## src/rtl/pipeline_ctrl_pkg.sv

```systemverilog
// Shared definitions for the accumulator-pipeline hazard controller:
// action encodings, parameter defaults and accumulator mask positions.
package pipeline_ctrl_pkg;

  localparam int NUM_ACUM_DEF  = 2;
  localparam int CNT_WIDTH_DEF = 16;

  // Bit positions inside the source/destination accumulator masks.
  localparam int ACUM_A = 0;
  localparam int ACUM_B = 1;

  typedef enum logic [1:0] {
    ST_RUN   = 2'd0,
    ST_RAW   = 2'd1,
    ST_FLUSH = 2'd2,
    ST_MEMW  = 2'd3
  } action_e;

endpackage

```

## src/rtl/hazard_scoreboard.sv

```systemverilog
// Three-deep shift register of destination masks for the EX, MEM and WB
// stages; reports every accumulator with a write still in flight.
module hazard_scoreboard #(
  parameter int W = 2
) (
  input  logic         clk,
  input  logic         reset,
  input  logic         advance,
  input  logic [W-1:0] din,
  output logic [W-1:0] inflight
);

  logic [W-1:0] sb [3];

  // NOTE: this array is three flops wide, not a RAM, so resetting it is cheap
  // and required: a reset must discard every pending write.
  always_ff @(posedge clk) begin
    if (reset) begin
      for (int i = 0; i < 3; i++) sb[i] <= '0;
    end else if (advance) begin
      sb[0] <= din;
      sb[1] <= sb[0];
      sb[2] <= sb[1];
    end
  end

  assign inflight = sb[0] | sb[1] | sb[2];

endmodule

```

## src/rtl/hazard_ctrl.sv

```systemverilog
// Hazard and stall controller for the 5-stage accumulator pipeline: picks
// one action per cycle (MEMW > FLUSH > RAW > RUN) and keeps stall statistics.
module hazard_ctrl
  import pipeline_ctrl_pkg::*;
#(
  parameter int NUM_ACUM  = NUM_ACUM_DEF,
  parameter int CNT_WIDTH = CNT_WIDTH_DEF
) (
  input  logic                 clk,
  input  logic                 reset,
  input  logic                 iValid_ID,
  input  logic [NUM_ACUM-1:0]  iSrcAcum_ID,
  input  logic [NUM_ACUM-1:0]  iDstAcum_ID,
  input  logic                 iBrTaken_EX,
  input  logic                 iMemBusy,
  output logic                 oEnPC,
  output logic                 oEnIF_ID,
  output logic                 oFlushIF_ID,
  output logic                 oBubbleID_EX,
  output logic                 oEnID_EX,
  output logic                 oEnEX_MEM,
  output logic                 oEnMEM_WB,
  output logic [1:0]           oState,
  output logic [CNT_WIDTH-1:0] oStallCnt,
  output logic [CNT_WIDTH-1:0] oFlushCnt
);

  logic [NUM_ACUM-1:0]  inflight;
  logic [NUM_ACUM-1:0]  sb_din;
  logic                 raw;
  logic                 advance;
  action_e              action;
  logic [CNT_WIDTH-1:0] stall_cnt;
  logic [CNT_WIDTH-1:0] flush_cnt;

  hazard_scoreboard #(.W(NUM_ACUM)) u_scoreboard (
    .clk      (clk),
    .reset    (reset),
    .advance  (advance),
    .din      (sb_din),
    .inflight (inflight)
  );

  assign raw = iValid_ID & (|(iSrcAcum_ID & inflight));

  // NOTE: every always_comb output gets a default first so no path leaves it
  // unassigned, which would otherwise infer a latch.
  always_comb begin
    action = ST_RUN;
    if (iMemBusy)         action = ST_MEMW;
    else if (iBrTaken_EX) action = ST_FLUSH;
    else if (raw)         action = ST_RAW;
  end

  // Only a real instruction issuing from ID in a RUN cycle enters EX.
  assign advance = (action != ST_MEMW);
  assign sb_din  = (action == ST_RUN && iValid_ID) ? iDstAcum_ID : '0;

  always_ff @(posedge clk) begin
    if (reset) begin
      stall_cnt <= '0;
      flush_cnt <= '0;
    end else begin
      if (action == ST_RAW && stall_cnt != '1)   stall_cnt <= stall_cnt + 1'b1;
      if (action == ST_FLUSH && flush_cnt != '1) flush_cnt <= flush_cnt + 1'b1;
    end
  end

  always_comb begin
    oEnPC        = 1'b0;
    oEnIF_ID     = 1'b0;
    oFlushIF_ID  = 1'b0;
    oBubbleID_EX = 1'b0;
    oEnID_EX     = 1'b0;
    oEnEX_MEM    = 1'b0;
    oEnMEM_WB    = 1'b0;
    if (!reset) begin
      unique case (action)
        ST_RUN: begin
          oEnPC     = 1'b1;
          oEnIF_ID  = 1'b1;
          oEnID_EX  = 1'b1;
          oEnEX_MEM = 1'b1;
          oEnMEM_WB = 1'b1;
        end
        ST_RAW: begin
          oBubbleID_EX = 1'b1;
          oEnID_EX     = 1'b1;
          oEnEX_MEM    = 1'b1;
          oEnMEM_WB    = 1'b1;
        end
        ST_FLUSH: begin
          oEnPC        = 1'b1;
          oEnIF_ID     = 1'b1;
          oFlushIF_ID  = 1'b1;
          oBubbleID_EX = 1'b1;
          oEnID_EX     = 1'b1;
          oEnEX_MEM    = 1'b1;
          oEnMEM_WB    = 1'b1;
        end
        default: ;
      endcase
    end
  end

  assign oState    = reset ? ST_RUN : action;
  assign oStallCnt = reset ? '0 : stall_cnt;
  assign oFlushCnt = reset ? '0 : flush_cnt;

endmodule

```

## config.mk

```make
export PLATFORM = sky130hd
export DESIGN_NAME = hazard_ctrl
export DESIGN_NICKNAME = d
export VERILOG_FILES = /design/src/rtl/pipeline_ctrl_pkg.sv /design/src/rtl/hazard_scoreboard.sv /design/src/rtl/hazard_ctrl.sv
export SDC_FILE = /design/constraint.sdc
export NUM_CORES = 1
export LEC_CHECK = 0
export CORE_MARGIN = 3
export CORE_UTILIZATION = 54
export CTS_CLUSTER_SIZE = 30
export DETAILED_ROUTE_END_ITERATION = 7
export GPL_TIMING_DRIVEN = 0
export PLACE_DENSITY = 0.89
export SETUP_SLACK_MARGIN = 0.2
export SLEW_MARGIN = 20
export SYNTH_ARGS = -nofsm -noshare
export SYNTH_HDL_FRONTEND = slang
export SYNTH_SLANG_ARGS = --single-unit
```

## constraint.sdc

```tcl
create_clock -name clk -period 5.4 [get_ports clk]
set_input_delay 1.08 -clock clk [delete_from_list [all_inputs] [get_ports clk]]
set_output_delay 1.08 -clock clk [all_outputs]
set_load 0.01 [all_outputs]
```

==> qor.csv <==
metric;value;unit
DRC viols;0;
initial DRC count;142;
CTS max path bufs;2;
Mapped Nets;255;
Syn Inst Count;244;
Post-synth EDFFs;6;
RSZ-0062 raised after global routing;no;
initial antenna violation count;0;
drt first pass iters;5;
Yosys warning total;0;
top_reg_cell synth;dfxtp_1;
CTS sink count;38;
total die area;4890;µm²
Crit path max-delay family;buffers and inverters;
Final #Nets;310;
layout cells sized above 1;11.3;%
Initial Util;58.0;%
Die W;69.9;µm
Slowest-stage cell, CP;clkdlybuf4s50_1;
Seq/Total Area, Yosys;37.2;%
DP Wirelength;3.71;mm
largest net degree at the start of global routing;12;
sequential share of power;54.2;%
power after layout;543;µW
worst slew pin tran;0.530;ns
synthesized area;2200;µm²
# resized after CTS;0;
number of buffers created by CTS;5;
ANT nets after route;0;
final setup vio count;0;
Worst-Skew Late Latency;0.29;ns
global route total overflow;0;
via/cell ratio;5.51;
P&R area growth vs syn;28.7;%
CP bufs+invs;5;
Synth area leaders;dfxtp_1 (29%), nor2b_1 (9.4%), edfxtp_1 (8.2%);
Placer Congestion;0.821;
setup TNS;0;ns
most frequent cell after synthesis;nor2_1;
Arrival @ worst endpoint;3.63;ns
Max VDD drop;0.150;mV
Achievable Freq;212;MHz
CP required;4.32;ns
root buffer cell;clkbuf_8;
Sw Pwr;127;µW
Yosys cell types;45;
# hold bufs at CTS;0;
vias in the first global route;1816;
Site Rows;22;
final wirelength;4.99;mm
Slew Limit Headroom;64.6;%
CP Max Fanout;10;
Critical Path, Cell by Cell;clkdlybuf4s50_1 -> clkbuf_1 -> clkbuf_1 -> buf_1 -> nor2_1 -> clkdlybuf4s50_1;
combinational power share;8.8;%
ys async rst share;0;%
syn_area_per_cell;9.04;µm²
P_leak;0.00101;µW
Period Utilization, post-route;87.3;%
DIE HEIGHT;69.9;µm
Top Ports;50;
critical path class;in -> out;
number of max-cap violations;0;
Worst Skew;0.00908;ns
H-tree Lvls;2;
Critical Path End Type;output port;
Fillers;287;
Vias;1919;
WL/cell;14.3;µm
Seq cells post-synth;38;
internal power;416;µW
Net Sw Frac;23.4;%
fin crit period;4.71;ns
Fin. Hold Viols;0;
outcome;completed;
synth cell count leaders;nor2_1 (38), nor2b_1 (33), dfxtp_1 (32);
port buffer count;48;
Worst-path clk slew;0.08;ns
Startpoint Class;input pin;
Slew Viols, Final;0;
# diodes;0;
Synth top area share;29.1;%
Pwr per Cell Area;191;nW/µm²
slowest stage delay, CP;0.66;ns
Hold Path Class;reg -> reg;
CTS tree;built;
first-pass GRT wire length;8.09;mm
Synth area leader;dfxtp_1;
Post-CTS Setup Inserts;0;
Tot GR Track Use;20.5;%
Core ar.;3800;µm²
clock network power share;37.0;%
[state kept, by name, indices dropped and copies added (netlist names)]
name / count
u_scoreboard.sb: 6
flush_cnt: 16
stall_cnt: 16
[placed cells by master, fill, tap and decap left out, drive strengths merged, types with 8 or more instances in the layout]
cell	instances
and2	9
and3	8
buf	12
clkbuf	11
clkdlybuf4s50	48
dfxtp	32
mux2	8
nand2	12
nand3	9
nor2	39
nor2b	33
xnor2	15
[final timing paths]
check	start	end	slack (ns)	cells past startpoint
setup / recovery	reset	oState[0]	0.69	6
hold / removal	stall_cnt[15]$_SDFFE_PP0P_	stall_cnt[15]$_SDFFE_PP0P_	0.55	2
setup reg to reg	stall_cnt[0]$_SDFFE_PP0P_	stall_cnt[4]$_SDFFE_PP0P_	3.44	7
hold reg to reg	stall_cnt[15]$_SDFFE_PP0P_	stall_cnt[15]$_SDFFE_PP0P_	0.55	2
[per-stage QoR]
stage               std cells  instance area (µm²)  hold WS (ns)  util [%]  setup slack (ns)
floorplan                 244                 2200         0.490         -              2.29
finish                    348                 2840         0.546      74.7             0.688
CTS                       348                 2840         0.542      74.7             0.648
detailed placement        340                 2750         0.528      72.3             0.653
global route              348                 2840         0.568      74.7             0.494
global placement          340                 2750         0.508      72.3             0.657
[layout make-up]
| class | instances | area [µm²] | area share, % |
|---|---|---|---|
| Clock inverter | 1 | 5.00 | 0.176 |
| Clock buffer | 7 | 86.3 | 3.04 |
| Buffer | 16 | 90.1 | 3.18 |
| Tap cell | 48 | 60.1 | 2.12 |
| Inverter | 3 | 11.3 | 0.397 |
| Sequential cell | 38 | 821 | 28.9 |
| Multi-Input combinational cell | 187 | 1280 | 45.2 |
| Timing Repair Buffer | 48 | 480 | 16.9 |
[worst register-to-register path, cell delays in order, from the launching register on]
cell     delay, ns
dfxtp_1       0.35
ha_1          0.24
and3_1        0.20
and4b_4       0.18
buf_6         0.15
a21oi_4       0.26
nand4_1       0.15
mux2_1        0.32
[routing by layer]
layer	GRT usage [%]	part of all wire [%]	vias up	wire (µm)
met1	24.2	43	903	2140
li1	-	-	949	-
met2	36.0	51	58	2570
met4	8.72	1.7	0	85
met3	3.74	3.9	9	194
met5	0	0	-	0
[power by group through the flow]
stage / sequential (µW) / combinational [µW] / clock [µW]
6_report: 294 / 47.8 / 201
5_1_grt: 294 / 52.0 / 213
4_1_cts: 294 / 48.5 / 205
3_5_place_dp: 300 / 48.4 / 0
3_3_place_gp: 300 / 47.0 / 0
2_1_floorplan: 299 / 26.2 / 0
[cell families (layout without fill, tap and decap cells)]
| kind of cell | count (synthesis) | in the layout | share of synthesized area [%] |
|---|---|---|---|
| AOI/OAI and AO/OA | 21 | 21 | 10.3 |
| and+or+nand+nor | 135 | 135 | 34.1 |
| buffers and inverters | 19 | 75 | 4.60 |
| xor gates and xnor gates | 20 | 20 | 7.95 |
| muxes | 9 | 9 | 4.71 |
| adders and majority gates | 2 | 2 | 1.13 |
| DFF | 38 | 38 | 37.2 |
(Power assumes the default switching activity.)
